`src/rtl/signnarrow_pkg.sv`:
```
//------------------------------------------------------------------------------
// signnarrow_pkg
// Shared types and helpers for the signnarrow streaming narrowing unit.
// Revision: 1.0 - initial release
//------------------------------------------------------------------------------
`default_nettype none

package signnarrow_pkg;

  // Per-sample handling of values that do not fit the output width
  typedef enum logic {
    NARROW_WRAP = 1'b0,
    NARROW_SAT  = 1'b1
  } narrow_mode_e;

  // Map the raw i_sat pin onto the mode enum
  function automatic narrow_mode_e mode_of(input logic sat);
    return sat ? NARROW_SAT : NARROW_WRAP;
  endfunction

endpackage

`default_nettype wire

```
`src/rtl/sn_fit.sv`:
```
//------------------------------------------------------------------------------
// sn_fit
// Combinational fit check and saturate/wrap selection for one sample.
// Revision: 1.0 - initial release
//------------------------------------------------------------------------------
`default_nettype none

module sn_fit
  import signnarrow_pkg::*;
#(
  parameter int N = 20,
  parameter int M = 32
) (
  input  logic [M-1:0] i_x,
  input  logic         i_sat,
  output logic [N-1:0] o_y,
  output logic         o_ovf
);

  // Width of the slice that must be all-equal for the value to fit
  localparam int TOPW = M - N + 1;

  localparam logic [N-1:0] C_POS_MAX = {1'b0, {(N-1){1'b1}}};
  localparam logic [N-1:0] C_NEG_MIN = {1'b1, {(N-1){1'b0}}};

  logic [TOPW-1:0] w_top;
  logic            w_fits;

  assign w_top  = i_x[M-1:N-1];
  assign w_fits = (&w_top) | ~(|w_top);

  // Pass the low bits through unless saturation is requested for a misfit
  always_comb begin
    o_ovf = ~w_fits;
    o_y   = i_x[N-1:0];
    if (!w_fits && (mode_of(i_sat) == NARROW_SAT)) begin
      o_y = i_x[M-1] ? C_NEG_MIN : C_POS_MAX;
    end
  end

endmodule

`default_nettype wire

```
`src/rtl/signnarrow.sv`:
```
//------------------------------------------------------------------------------
// signnarrow
// Streaming M-to-N bit two's-complement narrowing with saturate/wrap per
// sample, a 2-entry skid buffer (registered input ready) and a saturating
// overflow event counter.
// Revision: 1.0 - initial release
//------------------------------------------------------------------------------
`default_nettype none

module signnarrow
  import signnarrow_pkg::*;
#(
  parameter int N  = 20,
  parameter int M  = 32,
  parameter int CW = 16
) (
  input  logic          i_clk,
  input  logic          i_rst,
  input  logic          i_valid,
  output logic          o_ready,
  input  logic [M-1:0]  i_x,
  input  logic          i_sat,
  output logic          o_valid,
  input  logic          i_ready,
  output logic [N-1:0]  o_y,
  output logic          o_ovf,
  input  logic          i_clr_cnt,
  output logic [CW-1:0] o_ovf_cnt
);

  generate
    if (!((N >= 2) && (M > N) && (CW >= 1))) begin : g_param_check
      $error("signnarrow: requires N >= 2, M > N and CW >= 1");
    end
  endgenerate

  // Buffered entries carry the already-narrowed result, never raw input
  typedef struct packed {
    logic [N-1:0] y;
    logic         ovf;
  } entry_t;

  localparam logic [CW-1:0] C_CNT_MAX = {CW{1'b1}};

  entry_t        w_new;
  entry_t        r_main;
  entry_t        r_skid;
  logic          r_main_v;
  logic          r_skid_v;
  logic          r_ready;
  logic          w_acc;
  logic          w_xfer;
  logic          w_main_free;
  logic [CW-1:0] r_cnt;

  sn_fit #(
    .N (N),
    .M (M)
  ) u_fit (
    .i_x   (i_x),
    .i_sat (i_sat),
    .o_y   (w_new.y),
    .o_ovf (w_new.ovf)
  );

  assign w_acc       = i_valid & r_ready;
  assign w_xfer      = r_main_v & i_ready;
  assign w_main_free = ~r_main_v | w_xfer;

  // Skid buffer: main feeds the output, skid absorbs one sample under stall
  always_ff @(posedge i_clk or posedge i_rst) begin
    if (i_rst) begin
      r_main   <= '0;
      r_skid   <= '0;
      r_main_v <= 1'b0;
      r_skid_v <= 1'b0;
      r_ready  <= 1'b1;
    end else if (w_main_free) begin
      if (r_skid_v) begin
        // Skid full implies no acceptance this cycle (ready was low)
        r_main   <= r_skid;
        r_main_v <= 1'b1;
        r_skid_v <= 1'b0;
        r_ready  <= 1'b1;
      end else if (w_acc) begin
        r_main   <= w_new;
        r_main_v <= 1'b1;
      end else begin
        r_main_v <= 1'b0;
      end
    end else if (w_acc) begin
      r_skid   <= w_new;
      r_skid_v <= 1'b1;
      r_ready  <= 1'b0;
    end
  end

  // Overflow event counter: clear wins, sticks at all-ones
  always_ff @(posedge i_clk or posedge i_rst) begin
    if (i_rst) begin
      r_cnt <= '0;
    end else if (i_clr_cnt) begin
      r_cnt <= '0;
    end else if (w_acc && w_new.ovf && (r_cnt != C_CNT_MAX)) begin
      r_cnt <= r_cnt + CW'(1);
    end
  end

  assign o_ready   = r_ready;
  assign o_valid   = r_main_v;
  assign o_y       = r_main.y;
  assign o_ovf     = r_main.ovf;
  assign o_ovf_cnt = r_cnt;

endmodule

`default_nettype wire

```
`config.mk`:
```
export PLATFORM = sky130hd
export DESIGN_NAME = signnarrow
export DESIGN_NICKNAME = d
export VERILOG_FILES = /design/src/rtl/signnarrow_pkg.sv /design/src/rtl/sn_fit.sv /design/src/rtl/signnarrow.sv
export SDC_FILE = /design/constraint.sdc
export NUM_CORES = 1
export LEC_CHECK = 0
export BUFFER_PORTS_ARGS = -buffer_cell sky130_fd_sc_hd__buf_4
export CORE_ASPECT_RATIO = 0.6
export CORE_MARGIN = 3
export CORE_UTILIZATION = 50
export CTS_BUF_LIST = sky130_fd_sc_hd__clkbuf_4
export DETAILED_ROUTE_END_ITERATION = 7
export PLACE_DENSITY = 0.8
export SLEW_MARGIN = 25
export SYNTH_ARGS = -nofsm -noshare
export SYNTH_HDL_FRONTEND = slang
export SYNTH_SLANG_ARGS = --single-unit
```
`constraint.sdc`:
```
create_clock -name i_clk -period 2.7 [get_ports i_clk]
set_input_delay 0.135 -clock i_clk [delete_from_list [all_inputs] [get_ports i_clk]]
set_output_delay 0.135 -clock i_clk [all_outputs]
set_load 0.005 [all_outputs]
```
==> results.md, run 1 <==
* Max stage delay cell, worst path: dfrtp_1
* HPWL after DPL at a little over 5000 microns
* Clk root buf: clkbuf_4
* Fillers at approximately 370
* Clk buf depth at 2
* First-pass GRT wire length at 12830 microns
* Rel. slew slack at 40.94%
* I/O Buffers at 76
* Crit. End Element: flop
* I/O Pins at 77
* Post-synthesis cell count at 288
* Area leader, netlist: dfrtp_1
* GRT overflow at 0
* Fin Setup TNS at 0 ps
* Hold Path Stages at 2
* TritonCTS Buffers at 9
* Max-cap violations at 0
* Final net count at 422
* Top-area cell type share of the netlist area at 52.47%
* Syn Std Cell Area at approximately 0.0029 sq mm
* Sink Count at 61
* Register area at about 0.0015 sq mm
* Crit-path max FO at 8
* Result of the run: finished clean
* Number of synthesized flops with an enable pin at 0
* RSZ-0062 raised after global routing: false
* Core area at 0.005280 sq mm
* DRT iter0 DRCs at between 200 and 250
* CP Data Arrival Time at approximately 2600 ps
* Via-to-Cell Ratio at 5.981
* Starting density of the core at 54.19%
* Die area at roughly 0.0067 sq mm
* FF+latch count, synth at a little over 60
* Synth unique cells at 39
* Skew-Pair Late Insertion Delay at 410 ps
* Clock skew at 18.20 ps
* Crit Path Class: flop to flop
* Worst R2R Setup Slack at a little under 400 ps
* Syn nets at between 300 and 400
* Area delta synth->final at 35.68%
* Post-route ant nets at 0
* Detailed Route WL at 7698 microns
* Register area share after synthesis at 53.39%
* Static leakage at between 1.5 and 2 nW
* CP delay by family, top: simple AND/OR/NAND/NOR gates
* Final setup fails at 0
* Crit-path cells: ha_1 -> and2_1 -> nand4_1 -> o2111ai_1 -> buf_4 -> or3_1 -> a21oi_1
* F_max at between 400 and 500 MHz
* Most instantiated cells after synthesis: dfrtp_1 (60), nor2_1 (47), nor3_1 (21)
* TritonCTS clock tree: done
* CP startpoint kind: flop
* Antenna diodes at 0
* Worst-Margin Slew at 885.9 ps
* Path type of the worst min-delay path: primary input to flop
* Reg2reg start: o_ovf_cnt[0]$_DFFE_PP0P_
* Initial antenna violation count at 0
* Die span in y at 64.60 microns
* Tot Pwr at 0.001765 W
* DR pass1 iterations at 6
* Via count at around 2800
* Layout cells sized above 1 at between 20 and 30%
* Multi-input gate area at 0.001234 sq mm
* CP Data Required Time at 3020 ps
* RR Endpoint: o_ovf_cnt[4]$_DFFE_PP0P_
* Largest net degree at the start of global routing at 33
* Reg2reg path depth at 7
* DRC viols at 0
* GRT Total Usage at a little under a quarter
* DIE WIDTH at slightly above 100 microns
* Most frequent cell after synthesis: dfrtp_1
* Std-Cell Rows at 20
* Wire length per cell at 16.55 microns
* PostCTS Resize Cnt at 0
* Ranking of synthesized cells by area: dfrtp_1 (52%), a221o_1 (6.6%), nor2_1 (6.2%)
* GPL Wtd Cong at between 0.8 and 0.9
* Final slew viol count at 0
* Power density cells at between 400 and 500 mW/mm^2
* Peak VDD IR at roughly 0.00031 V
* H-tree Lvls at 3
* Vias in the first global route at 2649
* Top FF cell, synth: dfrtp_1
* Avg Cell Area, Syn at 9.936 sq um
* Hold_sp: i_clr_cnt
* Yosys Warn Count at 0
* Async SR Flop Fraction at 100.0%
* Minimum clock period at between 2000 and 2500 ps
* Largest stage delay on the critical path at 440 ps
* Hold EP: o_ovf_cnt[11]$_DFFE_PP0P_
* WP buf/inv at 1
* Fin crit share at 85.38%
* Final hold vios at 0
* Worst-path clk slew at roughly 110 ps
cells in the final DEF (no fill, tap or decap), drive strengths merged, types with 2 or more instances in the layout:
master       instances
clkinvlp             2
a221o               19
inv                  4
nand4                8
o31ai                6
a311o                2
nand3                5
mux2i                2
and4                 2
dfrtp               60
clkbuf               9
mux2                 2
o21ai                9
nand2               14
nor3                21
or3                  7
bufinv               2
and3                 3
nor2                47
and2                 3
buf                 82
a21oi               16
nor2b                2
dlygate4sd3         22
nor4                22
or4                  7
clkinv               2
sequential cells by signal (all words and copies together), names as in the netlist:
signal and flops:
o_y 20, r_skid 21, o_ovf 1, r_skid_v 1
o_ovf_cnt 16, o_ready 1, o_valid 1
worst max path at each step:
stage | cells after the start | start | endpoint
after CTS | 7 | o_ovf_cnt[0]$_DFFE_PP0P_ | o_ovf_cnt[4]$_DFFE_PP0P_
after detailed placement | 6 | o_ovf_cnt[0]$_DFFE_PP0P_ | o_ovf_cnt[14]$_DFFE_PP0P_
after floorplan | 5 | o_ready$_DFFE_PP1P_ | r_skid[10]$_DFFE_PP0P_
final | 7 | o_ovf_cnt[0]$_DFFE_PP0P_ | o_ovf_cnt[4]$_DFFE_PP0P_
after global routing | 7 | o_ovf_cnt[1]$_DFFE_PP0P_ | o_ovf_cnt[4]$_DFFE_PP0P_
after global placement | 6 | o_ovf_cnt[0]$_DFFE_PP0P_ | o_ovf_cnt[14]$_DFFE_PP0P_
layer usage:
| layer | wire [microns] | GRT usage [%] |
|---|---|---|
| met1 | 3558 | 34.11 |
| met2 | 3345 | 35.91 |
| met3 | 728 | 6.567 |
| met4 | 66 | 5.970 |
| met5 | 0 | 0 |
through the flow:
step | instance area (sq um) | hold slack [ps] | utilization, % | cells | setup slack (ps)
floorplan | 2861 | 186.2 | - | 288 | 697.2
global placement | 3491 | 273.8 | 66.11 | 427 | 495.7
detailed placement | 3497 | 281.9 | 66.23 | 427 | 458.1
CTS | 3872 | 0.9335 | 73.34 | 464 | 407.7
global route | 3882 | 21.64 | 73.53 | 465 | 283.7
finish | 3882 | 30.77 | 73.53 | 465 | 394.6
logic make-up (layout without fill, tap and decap cells):
kind of cell / Yosys count / after routing / synth area share, %
xor+xnor: 1 / 1 / 0.3061
compound gates: 56 / 56 / 14.82
buf+inv: 23 / 123 / 3.891
fa+ha+maj: 1 / 1 / 0.4372
mux: 4 / 4 / 1.487
flops: 61 / 61 / 53.39
simple gates: 142 / 142 / 25.67
where the power goes:
part           switching, W  total (W)  internal [W]
logic             0.0000493   0.000110     0.0000608
clock network      0.000364   0.000742      0.000378
registers                 0   0.000913      0.000913
area by class of cell:
type | count | share of cell area [%]
clock buffers | 9 | 1.740
repair buffers | 104 | 21.85
flip-flops and latches | 61 | 39.35
well taps | 77 | 2.481
inverters | 3 | 0.2900
clock inverters | 7 | 2.514
multi-input cells | 204 | 31.78
repair_timing:
item	in CTS	in global routing
buffers inserted	0	0
hold buffers	21	1
endpoints found under the hold margin	50	1
Note: power is estimated with default switching activity, not from simulation.
==> run 2: changes to the inputs <==
--- a/config.mk
+++ b/config.mk
@@ -6,12 +6,14 @@
 export NUM_CORES = 1
 export LEC_CHECK = 0
 export BUFFER_PORTS_ARGS = -buffer_cell sky130_fd_sc_hd__buf_4
+export CELL_PAD_IN_SITES_DETAIL_PLACEMENT = 1
+export CELL_PAD_IN_SITES_GLOBAL_PLACEMENT = 2
 export CORE_ASPECT_RATIO = 0.6
 export CORE_MARGIN = 3
-export CORE_UTILIZATION = 50
+export CORE_UTILIZATION = 33
 export CTS_BUF_LIST = sky130_fd_sc_hd__clkbuf_4
 export DETAILED_ROUTE_END_ITERATION = 7
-export PLACE_DENSITY = 0.8
+export PLACE_DENSITY = 0.85
 export SLEW_MARGIN = 25
 export SYNTH_ARGS = -nofsm -noshare
 export SYNTH_HDL_FRONTEND = slang
==> run 2 against run 1 <==
Critical path depth unchanged. Die area increased by 47%. Clock skew decreased by 7.7 ps. Hold slack got worse by 0.80 ps. Highest routed layer unchanged.
==> results.md, run 2 (synthesis gave the netlist of run 1 again) <==
* Result of the run: finished clean
* Rel. slew slack at 39.24% (-1.7 points)
* Via-to-Cell Ratio at 5.499 (-8.1%)
* Skew-Pair Late Insertion Delay at 390 ps (-20 ps)
* Wire length on met1 at 4333 microns (+22%)
* Routed wl met2 at 4059 microns (+21%)
* CP Data Required Time at 3010 ps (about the same)
* WP buf/inv at 1 (unchanged)
* Fin cells at 497 (+6.9%)
* Most common cell after layout, fill and taps aside: buf_4
* Final hold vios at 0 (unchanged)
* Net switching power figure at 0.0003832 W (-7.2%)
* Vias in the first global route at 2872 (+8.4%)
* Die span in y at 78.13 microns (+21%)
* Crit-path cells: ha_1 -> and2_1 -> nand4_1 -> o2111ai_1 -> buf_4 -> or3_1 -> a21oi_1
* GRT overflow at 0 (unchanged)
* Most frequent cells in the layout: buf_4 (84), dfrtp_1 (60), nor2_1 (47), dlygate4sd3_1 (21)
* Worst-Margin Slew at 911.4 ps (+25.48 ps)
* Worst Slack Setup Final at 346.4 ps (-48.25 ps)
* Worst-path clk slew at 100 ps (about the same)
* DR pass1 iterations at 4 (-2)
* Final instance area at 0.003879 sq mm (about the same)
* CP Data Arrival Time at 2660 ps (+30 ps)
* Crit Path Class: flop to flop
* Clk buf depth at 2 (unchanged)
* Net Sw Frac at 23.20% (-0.20 points)
* DRC viols at 0 (unchanged)
* F_max at 424.9 MHz (-2.1%)
* Fillers at 910 (+150%)
* RSZ-0062 raised after global routing: false
* Largest net degree at the start of global routing at 62 (+88%)
* Wire length per cell at 18.07 microns (+9.1%)
* Met3 wire len at 519 microns (-29%)
* CP delay by family, top: simple AND/OR/NAND/NOR gates
* Largest Register: r_skid
* Place WS at 401.3 ps (-56.80 ps)
* DIE WIDTH at 126.2 microns (+22%)
* Max reg flops at 21 (unchanged)
* Initial antenna violation count at 0 (unchanged)
* Max stage delay cell, worst path: dfrtp_1
* Clk root buf: clkbuf_4
* Hold Path Stages at 2 (unchanged)
* TritonCTS clock tree: done
* Largest stage delay on the critical path at 440 ps (about the same)
* TritonCTS Buffers at 9 (unchanged)
* GRT Total Usage at 19.04% (-4.7 points)
* Crit-path max FO at 8 (unchanged)
* Clock skew at 10.55 ps (-7.653 ps)
* Final net count at 423 (+0.24%)
* Clock share of power at 38.3% (-3.7 points)
* Layout cells sized above 1 at 28.28% (+0.44 points)
* Cell area after placement at 0.003535 sq mm (+1.1%)
* Fin Setup TNS at 0 ps (unchanged)
* Sink Count at 61 (unchanged)
* DRT iter0 DRCs at 201 (-17%)
* Peak VDD IR at 0.0001655 V (-47%)
* Final slew viol count at 0 (unchanged)
* Comb power frac at 6.4% (+0.2 points)
* Antenna diodes at 0 (unchanged)
* First-pass GRT wire length at 15080 microns (+18%)
* Pint at 0.001269 W (-6.2%)
* Static leakage at 1.796 nW (-0.69%)
* Minimum clock period at 2354 ps (+48.25 ps)
* Path type of the worst min-delay path: primary input to flop
* Post-CTS Setup Inserts at 0 (unchanged)
* I/O Buffers at 76 (unchanged)
* Max Used Layer: met4
* Via count at 2733 (-1.7%)
* GPL Wtd Cong at 0.7439 (-12%)
* HPWL after DPL at 6042 microns (+18%)
* Reg2reg path depth at 7 (unchanged)
* CP startpoint kind: flop
* Final setup fails at 0 (unchanged)
* Core area at 0.008133 sq mm (+54%)
* Std-Cell Rows at 25 (+25%)
* H-tree Lvls at 3 (unchanged)
* Tot Pwr at 0.001652 W (-6.4%)
* Area delta synth->final at 35.55% (about the same)
* Crit. End Element: flop
* Die area at 0.009861 sq mm (+47%)
* # placed instances at 460 (+7.7%)
* Post-route ant nets at 0 (unchanged)
* Levels on crit path at 7 (unchanged)
* Power density cells at 425.8 mW/mm^2 (-6.3%)
* Fin crit share at 87.17% (+1.8 points)
* I/O Pins at 77 (unchanged)
* Max-cap violations at 0 (unchanged)
* Sequential share of power at 55.3% (+3.6 points)
* Starting density of the core at 35.18% (-19 points)
* Detailed Route WL at 8980 microns (+17%)
run 2: power by group through the flow:
stage	registers, W	clock network (W)	logic, W
3_5_place_dp	0.000931	0	0.0000826
4_1_cts	0.000913	0.000653	0.000107
6_report	0.000913	0.000633	0.000105
2_1_floorplan	0.000931	0	0.0000213
3_3_place_gp	0.000931	0	0.0000824
5_1_grt	0.000913	0.000696	0.000117
run 2: what timing repair did:
action | CTS | global route
gates resized for setup | 0 | 0
hold endpoints to repair | 81 | 0
hold buffers | 21 | 0
run 2: routing by layer:
layer / global-route usage [%] / up-vias
met4: 4.818 / 0
met2: 29.75 / 87
met5: 0 / -
met1: 26.62 / 1357
li1: - / 1282
met3: 4.759 / 7
run 2: area by class of cell:
cell class,instances,area (sq um),area share [%]
timing repair buffer,105,840.8,21.68
clock buffer,11,82.58,2.129
clock inverter,5,51.30,1.323
inverter,3,11.26,0.2903
multi-input combinational,204,1230,31.71
tap,108,135.1,3.484
sequential,61,1528,39.39
run 2: worst paths after layout:
kind	startpoint	endpoint	slack [ps]
min	i_x[19]	o_y[19]$_DFFE_PP0P_	30
max reg2reg	o_ovf_cnt[0]$_DFFE_PP0P_	o_ovf_cnt[4]$_DFFE_PP0P_	350
max	o_ovf_cnt[0]$_DFFE_PP0P_	o_ovf_cnt[4]$_DFFE_PP0P_	350
min in group asynchronous	i_rst	o_y[15]$_DFFE_PP0P_	530
max in group asynchronous	i_rst	r_skid[9]$_DFFE_PP0P_	1650
min reg2reg	r_skid[20]$_DFFE_PP0P_	r_skid[20]$_DFFE_PP0P_	510
run 2: worst reg2reg max path, cell delays in order, from the launching register on:
cell and delay, ps:
dfrtp_1 440, ha_1 240, and2_1 230, nand4_1 160
o2111ai_1 360, buf_4 310, or3_1 350, a21oi_1 180
run 2: through the flow:
step | hold WS [ps] | utilization (%)
global route | 18.53 | 47.69
global placement | 290.7 | 43.46
CTS | 2.984 | 47.69
finish | 29.97 | 47.69
floorplan | 186.2 | -
detailed placement | 303.0 | 43.46
==> run 3: changes to the inputs <==
--- a/config.mk
+++ b/config.mk
@@ -6,14 +6,15 @@
 export NUM_CORES = 1
 export LEC_CHECK = 0
 export BUFFER_PORTS_ARGS = -buffer_cell sky130_fd_sc_hd__buf_4
+export CAP_MARGIN = 20
 export CELL_PAD_IN_SITES_DETAIL_PLACEMENT = 1
 export CELL_PAD_IN_SITES_GLOBAL_PLACEMENT = 2
 export CORE_ASPECT_RATIO = 0.6
 export CORE_MARGIN = 3
-export CORE_UTILIZATION = 33
+export CORE_UTILIZATION = 30
 export CTS_BUF_LIST = sky130_fd_sc_hd__clkbuf_4
 export DETAILED_ROUTE_END_ITERATION = 7
-export PLACE_DENSITY = 0.85
+export PLACE_DENSITY = 0.78
 export SLEW_MARGIN = 25
 export SYNTH_ARGS = -nofsm -noshare
 export SYNTH_HDL_FRONTEND = slang
==> run 3 against run 2 <==
Final cell count up 4.4%. Worst setup slack better by 170 ps. First-iteration DRC count down 30%. Sequential cell count unchanged. Critical path type unchanged. Critical endpoint is now r_skid[8]$_DFFE_PP0P_.
==> results.md, run 3 (synthesis gave the netlist of run 1 again) <==
* Result of the run: finished clean
* Hold_sp: i_x[31]
* Final instance area at 0.003950 sq mm (+1.8%)
* RSZ-0062 raised after global routing: false
* First-pass GRT wire length at 15060 microns (-0.14%)
* Max-cap violations at 0 (unchanged)
* Largest stage delay on the critical path at 590 ps (+150 ps)
* Final net count at 426 (+0.71%)
* Die area at 0.01078 sq mm (+9.4%)
* Worst-path clk slew at 100 ps (about the same)
* Static leakage at 1.820 nW (+1.3%)
* CP Data Arrival Time at 2530 ps (-130 ps)
* Layout cells sized above 1 at 28.06% (-0.22 points)
* Vias in the first global route at 2797 (-2.6%)
* Clock skew at 9.021 ps (-1.528 ps)
* Cell area after placement at 0.003565 sq mm (+0.85%)
* Place WS at 543.3 ps (+142.0 ps)
* Fin crit share at 80.74% (-6.4 points)
* Final slew viol count at 0 (unchanged)
* GPL Wtd Cong at 0.7672 (+3.1%)
* Most frequent cells in the layout: buf_4 (85), dfrtp_1 (60), nor2_1 (47), dlygate4sd3_1 (23)
* Crit-path max FO at 19 (+11)
* I/O Pins at 77 (unchanged)
* Skew-Pair Late Insertion Delay at 420 ps (+30 ps)
* CP startpoint: o_valid$_DFFE_PP0N_
* Reg2reg start: o_valid$_DFFE_PP0N_
* Clk buf depth at 2 (unchanged)
* TritonCTS Buffers at 9 (unchanged)
* Tot Pwr at 0.001748 W (+5.8%)
* CP Data Required Time at 3050 ps (+40 ps)
* GRT overflow at 0 (unchanged)
* Max stage delay cell, worst path: a21oi_4
* Power density cells at 442.6 mW/mm^2 (+3.9%)
* Crit Path Class: flop to flop
* Worst-Margin Slew at 904.7 ps (-6.683 ps)
* F_max at 458.7 MHz (+8.0%)
* Largest Register: r_skid
* Starting density of the core at 32.22% (-3.0 points)
* I/O Buffers at 76 (unchanged)
* CP startpoint kind: flop
* Worst Slack Setup Final at 519.9 ps (+173.6 ps)
* Wire length per cell at 17.52 microns (-3.0%)
* Peak VDD IR at 0.0001662 V (+0.42%)
* Worst R2R Setup Slack at 520 ps (+170 ps)
* Crit-path cells: nor2b_2 -> nand2_1 -> a21oi_4 -> a221o_1
* Final hold vios at 0 (unchanged)
* DRT iter0 DRCs at 140 (-30%)
* Crit. End Element: flop
* Hold Path Stages at 3 (+1)
* DR pass1 iterations at 4 (unchanged)
* DIE WIDTH at 132.1 microns (+4.7%)
* PostCTS Resize Cnt at 0 (unchanged)
* Levels on crit path at 4 (-3)
* Post-route ant nets at 0 (unchanged)
* Via-to-Cell Ratio at 5.270 (-4.2%)
* Die span in y at 81.65 microns (+4.5%)
* Core area at 0.008881 sq mm (+9.2%)
* Detailed Route WL at 9094 microns (+1.3%)
* Fin Setup TNS at 0 ps (unchanged)
* Minimum clock period at 2180 ps (-173.6 ps)
* Largest net degree at the start of global routing at 26 (-58%)
* Reg2reg path depth at 4 (-3)
* Most common cell after layout, fill and taps aside: buf_4
* Final setup fails at 0 (unchanged)
* H-tree Lvls at 3 (unchanged)
* Area delta synth->final at 38.04%
* Path type of the worst min-delay path: primary input to flop
* GRT Total Usage at 17.77% (-1.3 points)
* TritonCTS clock tree: done
* WP buf/inv at 0 (-1)
* Sink Count at 61 (unchanged)
* Rel. slew slack at 39.69% (+0.45 points)
* Clk root buf: clkbuf_4
* CP delay by family, top: simple AND/OR/NAND/NOR gates
* HPWL after DPL at 6290 microns (+4.1%)
* Via count at 2735 (+0.073%)
* Std-Cell Rows at 26 (+4.0%)
* Max reg flops at 21 (unchanged)
* Initial antenna violation count at 0 (unchanged)
* DRC viols at 0 (unchanged)
-- run 3: final cells by class --
cell class,count,area (sq um)
timing repair buffer,108,868.3
tap,126,157.7
clock buffer,10,75.07
inverter,3,11.26
antenna,1,2.502
multi-input combinational,204,1230
sequential,61,1528
fill,1019,4931
clock inverter,6,77.57
-- run 3: power breakdown --
group | leakage, nW | internal (W) | switching [W]
logic | 0.886 | 0.0000607 | 0.0000506
clock network | 0.0852 | 0.000377 | 0.000347
registers | 0.849 | 0.000913 | 0
-- run 3: per-stage QoR --
stage | utilization [%] | hold slack, ps | std cells
floorplan | - | 186.2 | 288
global placement | 40.14 | 224.3 | 479
detailed placement | 40.14 | 224.6 | 479
CTS | 44.45 | 34.62 | 518
global route | 44.45 | 63.57 | 518
finish | 44.48 | 74.99 | 519
-- run 3: path summary, 6_finish.rpt --
check                                           end
max                           r_skid[8]$_DFFE_PP0P_
min                          r_skid[20]$_DFFE_PP0P_
max reg2reg                   r_skid[8]$_DFFE_PP0P_
min reg2reg                   r_skid[0]$_DFFE_PP0P_
max in group asynchronous       o_ready$_DFFE_PP1P_
min in group asynchronous  o_ovf_cnt[5]$_DFFE_PP0P_
-- run 3: routing by layer --
| metal | GRT usage (%) | vias to the layer above | part of all wire, % |
|---|---|---|---|
| li1 | - | 1283 | - |
| met3 | 5.202 | 10 | 4.8 |
| met2 | 26.48 | 70 | 41 |
| met1 | 25.47 | 1372 | 53 |
| met5 | 0 | - | 0 |
| met4 | 4.403 | 0 | 0.93 |
-- run 3: worst register-to-register path, delay by kind of cell (launching register included) --
family | cells | cell delay [ps]
flip-flops | 1 | 420
AND/OR/NAND/NOR | 2 | 850
AO/OA/AOI/OAI | 2 | 850
-- run 3: repair_timing --
| item | in CTS | in global routing |
|---|---|---|
| setup endpoints to repair | 0 | 0 |
| hold buffers | 23 | 0 |
| setup buffers | 0 | 0 |
| hold endpoints to repair | 74 | 0 |
